### src/rtl/intc_ext_pkg.sv
// Shared definitions for the intc_ext interrupt controller: CSR register
// offsets within a bank, bank geometry and a bank-count helper.
package intc_ext_pkg;

    localparam int unsigned BANK_WIDTH  = 8;
    localparam logic [4:0]  BANK_STRIDE = 5'd4;

    typedef enum logic [1:0] {
        REG_IE   = 2'd0,
        REG_IP   = 2'd1,
        REG_EDGE = 2'd2,
        REG_POL  = 2'd3
    } reg_ofs_e;

    localparam logic [4:0] OFS_IE   = {3'b000, REG_IE};
    localparam logic [4:0] OFS_IP   = {3'b000, REG_IP};
    localparam logic [4:0] OFS_EDGE = {3'b000, REG_EDGE};
    localparam logic [4:0] OFS_POL  = {3'b000, REG_POL};

    function automatic int unsigned num_banks(input int unsigned n);
        return (n + BANK_WIDTH - 1) / BANK_WIDTH;
    endfunction

endpackage

### src/rtl/intc_ext_sync_ff.sv
// sync_ff: per-bit flip-flop chain for bringing asynchronous inputs into the
// clk domain. Synchronous active-high reset to 0; STAGES=0 is a plain wire.
module sync_ff #(
    parameter int unsigned WIDTH  = 1,
    parameter int unsigned STAGES = 2
) (
    input  logic             clk,
    input  logic             rst,
    input  logic [WIDTH-1:0] d_i,
    output logic [WIDTH-1:0] q_o
);

    if (STAGES == 0) begin : g_bypass
        logic unused_clk_rst;
        assign unused_clk_rst = clk ^ rst;
        assign q_o = d_i;
    end else begin : g_chain
        logic [WIDTH-1:0] chain_q [STAGES];

        // shift the input through the chain; reset flushes every stage
        always_ff @(posedge clk) begin
            if (rst) begin
                for (int i = 0; i < int'(STAGES); i++) begin
                    chain_q[i] <= '0;
                end
            end else begin
                chain_q[0] <= d_i;
                for (int i = 1; i < int'(STAGES); i++) begin
                    chain_q[i] <= chain_q[i-1];
                end
            end
        end

        assign q_o = chain_q[STAGES-1];
    end

endmodule

### src/rtl/intc_ext.sv
// intc_ext: interrupt controller with up to 16 sources in banks of 8.
// Per-source enable, pending (write-1-to-clear), edge/level mode and
// polarity. The combined irq is either a one-cycle pulse per newly pending
// enabled source or a registered level of any enabled pending source.
module intc_ext
    import intc_ext_pkg::*;
#(
    parameter logic [4:0]  BASE_ADDR   = 5'h0,
    parameter int unsigned NUM_INTS    = 8,
    parameter int unsigned SYNC_STAGES = 2,
    parameter bit          IRQ_LEVEL   = 1'b0
) (
    input  logic                clk,
    input  logic                rst,
    input  logic [4:0]          csr_a,
    input  logic [7:0]          csr_di,
    input  logic                csr_we,
    output logic [7:0]          csr_do,
    input  logic [NUM_INTS-1:0] irqs_in,
    output logic                irq
);

    localparam int unsigned NB = num_banks(NUM_INTS);
    localparam int unsigned W  = NB * BANK_WIDTH;
    // bits at or above NUM_INTS never hold state
    localparam logic [W-1:0] VALID = W'((64'd1 << NUM_INTS) - 64'd1);

    logic [NUM_INTS-1:0] s_sync;
    logic [W-1:0]        s, sd_q, act, ev;
    logic [W-1:0]        ie_f, ip_f, edge_f, pol_f, ie_d_f, ip_d_f;

    logic [7:0] ie_q   [NB];
    logic [7:0] ip_q   [NB];
    logic [7:0] edge_q [NB];
    logic [7:0] pol_q  [NB];
    logic [7:0] ie_d   [NB];
    logic [7:0] ip_d   [NB];
    logic [7:0] edge_d [NB];
    logic [7:0] pol_d  [NB];
    logic [7:0] rd_bank[NB];
    logic [NB-1:0] ie_wr;

    logic irq_q, irq_d;

    sync_ff #(
        .WIDTH (NUM_INTS),
        .STAGES(SYNC_STAGES)
    ) u_sync (
        .clk(clk),
        .rst(rst),
        .d_i(irqs_in),
        .q_o(s_sync)
    );

    assign s = W'(s_sync);

    // flat bit vectors of the banked registers for the per-source logic
    always_comb begin
        ie_f   = '0;
        ip_f   = '0;
        edge_f = '0;
        pol_f  = '0;
        ie_d_f = '0;
        ip_d_f = '0;
        for (int b = 0; b < int'(NB); b++) begin
            ie_f[b*8 +: 8]   = ie_q[b];
            ip_f[b*8 +: 8]   = ip_q[b];
            edge_f[b*8 +: 8] = edge_q[b];
            pol_f[b*8 +: 8]  = pol_q[b];
            ie_d_f[b*8 +: 8] = ie_d[b];
            ip_d_f[b*8 +: 8] = ip_d[b];
        end
    end

    // Current POL qualifies both the present and the delayed sample, so
    // rewriting POL or EDGE alone can never look like an input transition.
    assign act = s ^ pol_f;
    assign ev  = act & (~edge_f | ~(sd_q ^ pol_f)) & VALID;

    for (genvar b = 0; b < int'(NB); b++) begin : g_bank
        localparam logic [4:0] A     = BASE_ADDR + BANK_STRIDE * 5'(b);
        localparam logic [7:0] BMASK = VALID[b*8 +: 8];

        logic hit_ie, hit_ip, hit_edge, hit_pol;

        assign hit_ie   = csr_we && (csr_a == A + OFS_IE);
        assign hit_ip   = csr_we && (csr_a == A + OFS_IP);
        assign hit_edge = csr_we && (csr_a == A + OFS_EDGE);
        assign hit_pol  = csr_we && (csr_a == A + OFS_POL);

        assign ie_wr[b]  = hit_ie;
        assign ie_d[b]   = hit_ie   ? (csr_di & BMASK) : ie_q[b];
        assign edge_d[b] = hit_edge ? (csr_di & BMASK) : edge_q[b];
        assign pol_d[b]  = hit_pol  ? (csr_di & BMASK) : pol_q[b];
        // a new event outranks a same-cycle clear of the same bit
        assign ip_d[b]   = ((ip_q[b] & ~(hit_ip ? csr_di : 8'h00)) | ev[b*8 +: 8]) & BMASK;

        assign rd_bank[b] = (csr_a == A + OFS_IE)   ? ie_q[b]   :
                            (csr_a == A + OFS_IP)   ? ip_q[b]   :
                            (csr_a == A + OFS_EDGE) ? edge_q[b] :
                            (csr_a == A + OFS_POL)  ? pol_q[b]  : 8'h00;
    end

    // read mux: at most one bank matches, unmapped addresses read 0
    always_comb begin
        csr_do = 8'h00;
        for (int b = 0; b < int'(NB); b++) begin
            csr_do = csr_do | rd_bank[b];
        end
    end

    // irq next value: level of enabled pending, or pulse on new enabled work
    always_comb begin
        irq_d = 1'b0;
        if (IRQ_LEVEL) begin
            irq_d = |(ie_d_f & ip_d_f);
        end else begin
            irq_d = (|(ie_f & ev & ~ip_f)) || ((|ie_wr) && (|(ie_d_f & ip_f)));
        end
    end

    // state registers with synchronous reset
    always_ff @(posedge clk) begin
        if (rst) begin
            sd_q  <= '0;
            irq_q <= 1'b0;
            for (int b = 0; b < int'(NB); b++) begin
                ie_q[b]   <= 8'h00;
                ip_q[b]   <= 8'h00;
                edge_q[b] <= 8'h00;
                pol_q[b]  <= 8'h00;
            end
        end else begin
            sd_q  <= s;
            irq_q <= irq_d;
            for (int b = 0; b < int'(NB); b++) begin
                ie_q[b]   <= ie_d[b];
                ip_q[b]   <= ip_d[b];
                edge_q[b] <= edge_d[b];
                pol_q[b]  <= pol_d[b];
            end
        end
    end

    assign irq = irq_q;

endmodule

### config.mk
export PLATFORM = sky130hd
export DESIGN_NAME = intc_ext
export DESIGN_NICKNAME = d
export VERILOG_FILES = /design/src/rtl/intc_ext_pkg.sv /design/src/rtl/intc_ext_sync_ff.sv /design/src/rtl/intc_ext.sv
export SDC_FILE = /design/constraint.sdc
export NUM_CORES = 1
export LEC_CHECK = 0
export BUFFER_PORTS_ARGS = -buffer_cell sky130_fd_sc_hd__buf_2
export CAP_MARGIN = 30
export CORE_ASPECT_RATIO = 0.6
export CORE_MARGIN = 2
export CORE_UTILIZATION = 61
export CTS_BUF_LIST = sky130_fd_sc_hd__clkbuf_4 sky130_fd_sc_hd__clkbuf_8 sky130_fd_sc_hd__clkbuf_16
export CTS_CLUSTER_DIAMETER = 80
export DETAILED_ROUTE_END_ITERATION = 10
export HOLD_SLACK_MARGIN = 0.1
export PLACE_DENSITY_LB_ADDON = 0.1
export RECOVER_POWER = 100
export SYNTH_ARGS = -nofsm -noshare
export SYNTH_HDL_FRONTEND = slang
export SYNTH_HIERARCHICAL = 1
export SYNTH_SLANG_ARGS = --single-unit
### constraint.sdc
create_clock -name clk -period 3.1 [get_ports clk]
set_input_delay 0.31 -clock clk [delete_from_list [all_inputs] [get_ports clk]]
set_output_delay 0.31 -clock clk [all_outputs]
set_load 0.1 [all_outputs]
After elaboration in Yosys (flattened, before gate mapping)
Memory sizes are Yosys's and may differ from the RTL's.
Cells that the tools add are included.

cells by class
  eq/ne operators = 3
  muxes and demuxes = 21
  bitwise operators = 15
  reduce and logical (&&, ||, !) cells = 13

operator list
  operator                                                                number
  8-bit 2-to-1 mux                                                        14
  8-bit OR reduction                                                      6
  8-bit bitwise AND                                                       5
  8-bit NOT                                                               4
  8-bit bitwise OR                                                        2
  8-bit XOR                                                               2
  5-bit by 2-bit equality test with 1-bit output (second input constant)  2
  1-bit 2-to-1 mux                                                        7
  5-bit by 1-bit equality test with 1-bit output (second input constant)  1
  1-bit logical AND                                                       5
  5-bit zero test                                                         1
  1-bit bitwise OR                                                        2
  1-bit logical OR                                                        1

storage, ports and cells
  flip-flop bits (word level) = 9
  memory bits (writable) = 48
  input port bits = 24
  output and inout port bits = 9
  logic and storage cells = 59
  memories kept = 5

memories
  name                    words  bits a word  rd ports  clocked after memory_dff  wr ports  RTL line                text
  u_sync.g_chain.chain_q  2      8            2         0                         2         intc_ext_sync_ff.sv:18  logic [WIDTH-1:0] chain_q [STAGES];
  edge_q                  1      8            1         0                         1         intc_ext.sv:34          logic [7:0] edge_q [NB];
  ie_q                    1      8            1         0                         1         intc_ext.sv:32          logic [7:0] ie_q [NB];
  ip_q                    1      8            1         0                         1         intc_ext.sv:33          logic [7:0] ip_q [NB];
  pol_q                   1      8            1         0                         1         intc_ext.sv:35          logic [7:0] pol_q [NB];

Longest topological paths before layout
  depth in word-level cells = 8
  depth in mapped cells = 7
  depth with buffers taken out = 6

By module
The synthesis kept the hierarchy.

by module, submodules not included
  module    instances  cells an instance  area an instance (µm²)  seq. area each (µm²)
  intc_ext  1          240                2,062.0                 820.8
  sync_ff   1          41                 524.3                   320.3

Least setup slack after synthesis
Ideal clock, no wire load.

  kind = in2out
  start = input port csr_a[4]
  end = output port csr_do[2]
  arrival = 2.651 ns
  required time = 2.790 ns
  path slack = 0.139 ns
  stages = 5
  buffers on the path = 1
  path through = nor3_1 -> and2_1 -> clkbuf_1 -> a22oi_1 -> a21oi_1

on the way
  longest elaborated chain between the ends = 5
  elaborated cells on any way between the ends = 8
  those cells by class = eq/ne: 3; mux: 4; reduce/logical: 1

RTL lines
  element                                         RTL line         text
  from (decl)                                     intc_ext.sv:15   input logic [4:0] csr_a,
  5-bit by 2-bit equality test with 1-bit output  intc_ext.sv:101  (csr_a == A + OFS_POL) ? pol_q[b] : 8'h00;
  8-bit 2-to-1 mux                                intc_ext.sv:101
  8-bit 2-to-1 mux                                intc_ext.sv:100  (csr_a == A + OFS_EDGE) ? edge_q[b] :
  8-bit 2-to-1 mux                                intc_ext.sv:99   (csr_a == A + OFS_IP) ? ip_q[b] :
  8-bit 2-to-1 mux (*)                            intc_ext.sv:98   assign rd_bank[b] = (csr_a == A + OFS_IE) ? ie_q[b] :
  to (decl)                                       intc_ext.sv:18   output logic [7:0] csr_do,

Mark *: on every way between the ends. The rest lies on a longest branch, timed or not.

Worst setup path in the final report
  start = input port csr_a[4]
  end = output port csr_do[4]

The elaborated chain is that of the path after synthesis.

==> reports/qor.yml <==
synth_edf_count: 0
grt_pass1_wl_mm: 8.58
die_h_um: 54.4
slowest_delay_ps: 860
die-area_um2: 4790
initial_utilization: 0.631
worstMarginPinSlew_ps: 1570
synth_top_area_frac: 0.441
start_kind: "primary input"
slew_headroom: -0.0457
grt_pass1_vias: 1754
pre_cts_slack_ps: 693
post-route-min-period_ps: 2550
io_buffers: 32
cp_slowest_cell: "clkbuf_1"
fin_area_um2: 2880
drtIter0Drc: 117
cts_setup_buffers: 0
root_buffer: "clkbuf_8"
post-dp-hpwl_mm: 3.75
synth.avg_cell_area_um2: 9.20
min_path_type: "primary input to register"
fin_ws_ps: 549
grt_usage: 0.249
ys_types: 40
netlist_area_um2: 2590
grtUsageMet1: 0.344
final_core_util: 0.703
cts_resized: 0
violations: "capacitance limit, slew limit"
tns_ps: 0
via_per_inst: 5.36
grt_overflow: 0
p_per_area_nw_per_um2: 533
vdd_drop_max_mv: 0.322
synthCells: 281
maxCapViolations: 1
multiInputGateArea_um2: 1300
busiest_layer: "met2"
core-area_um2: 4100
hold_viol_final: 0
status: "finished with violations"
path_class: "primary input to primary output"
cp.required_ps: 2790
arrival_ps: 2240
clockBufferDepth: 2
layout-drive-gt1-share: 0.187
post-synth-top-count-cell: "dfxtp_1"
clk_latency_ps: 330
yosysTopAreaCell: "dfxtp_1"
synthTopCellsByArea: "dfxtp_1, mux2i_1, nor2b_1, nand2_1, a21oi_1"
num_io_pins: 33
hold_depth: 2
synth_nets: 305
dr.pass1.iters: 4
path_clk_slew_ps: 60
area_growth_pct: 11.4
crit_chain: "clkbuf_1, nor3_1, nand2_1, o22ai_1, o21a_1, clkbuf_1"
grtUsageMet2: 0.356
synth_seq_area_share: 0.441
cp-end-kind: "primary output"
num_antenna_cells: 0
place.gp.congestion: 0.859
rsz0062_at_grt: "no"
crit_top_cell: "clkbuf_1"
synth-async-reset-ratio: 0
die_w_um: 88.1
post_dp_cell_area_um2: 2730
final-seq-area_um2: 1140
wire_per_inst_um: 14.9
fillers: 361
yosys_register_bits: 57
vias: 1985
antenna_found_initial: 0
clock_sinks: 57
min_period_over_period: 0.823
grt_max_degree: 36
synth-main-ff-cell: "dfxtp_1"
fmaxAchievable_ghz: 0.392
drc: 0
leakagePower_nw: 1.11
rows: 18
clock_skew_ps: 3.68
wl_mm: 5.51
antenna_left: 0
setup_viol: 0
synthTopCellsByCount: "dfxtp_1, nand2_1, nor2b_1"
dpl.cell_count: 355
final_cells: 370
path_max_fanout: 7
reg2reg_depth: 6
maxSlewViolCount: 36
cts_buffers: 9
cts_tree: "done"
htree_levels: 3
nNetsFinal: 330
yosys_warnings: 6
gr-usage-met3: 0.115
ctsHoldBuffers: 0
## cells by family after synthesis
| group | count (synthesis) | share of synthesized area |
|---|---|---|
| and+or+nand+nor | 123 | 0.271 |
| AOI/OAI and AO/OA | 47 | 0.123 |
| buffers and inverters | 26 | 0.0537 |
| DFF | 57 | 0.441 |
| xor gates and xnor gates | 2 | 0.00677 |
| muxes | 26 | 0.104 |
## metrics by stage
stage               total power (W)  hold WS (ps)
finish                      0.00153           184
global placement           0.000897           416
detailed placement         0.000900           428
CTS                         0.00155           171
global route                0.00160           169
floorplan                  0.000865           414
## state kept, by name, indices dropped and copies added (netlist names)
name / count
u_sync/g_chain.chain_q: 16
edge_q: 8
ie_q: 8
ip_q: 8
pol_q: 8
sd_q: 8
irq: 1
## area by class of cell
cell class              instances  share of cell area
multi-input cells             198               0.451
flip-flops and latches         57               0.396
repair buffers                 34              0.0552
clock buffers                  11              0.0482
well taps                      60              0.0261
clock inverters                 4              0.0156
inverters                       6             0.00782
## per-layer routing
layer,share of wire,vias to the layer above,routed length (µm)
met5,0,-,0
met2,0.42,67,2330
met4,0.010,0,57
li1,-,1000,-
met1,0.48,910,2670
met3,0.083,8,455
## cells in the final DEF (no fill, tap or decap), types with 2 or more instances in the layout
| cell | n |
|---|---|
| o22ai_1 | 5 |
| nor3b_1 | 6 |
| a22oi_1 | 7 |
| nand3_1 | 8 |
| dfxtp_1 | 57 |
| nor2_1 | 17 |
| a21oi_1 | 21 |
| and3_1 | 2 |
| a2bb2oi_2 | 2 |
| nand2b_1 | 7 |
| clkbuf_1 | 11 |
| o22a_1 | 3 |
| clkbuf_4 | 2 |
| o21a_1 | 3 |
| and2b_2 | 6 |
| inv_1 | 6 |
| clkinv_2 | 3 |
| mux2i_1 | 22 |
| nor2b_1 | 31 |
| nor2b_2 | 7 |
| mux2_2 | 2 |
| nand2_1 | 32 |
| buf_2 | 22 |
| clkbuf_8 | 9 |
## power breakdown
group	leakage [nW]	total, W	internal [W]	switching, W
combinational	0.544	0.000114	0.0000435	0.0000701
sequential	0.465	0.000768	0.000754	0.0000137
clock	0.0998	0.000653	0.000380	0.000273
## final timing paths
path | from | end | slack [ps]
worst max-delay path | csr_a[4] | csr_do[4] | 550
worst min-delay path | irqs_in[7] | u_sync/g_chain.chain_q[0][7]$_SDFF_PP0_ | 180
worst max register to register | edge_q[0][0]$_SDFFE_PP0P_ | irq$_SDFF_PP0_ | 1420
worst min register to register | u_sync/g_chain.chain_q[0][6]$_SDFF_PP0_ | u_sync/g_chain.chain_q[0][14]$_SDFF_PP0_ | 440
## critical path, delay by kind of cell
kind | cells | cell delay [ps]
simple gates | 2 | 570
buf+inv | 2 | 970
compound gates | 2 | 380
No activity file was read; power rests on OpenSTA's default activity.
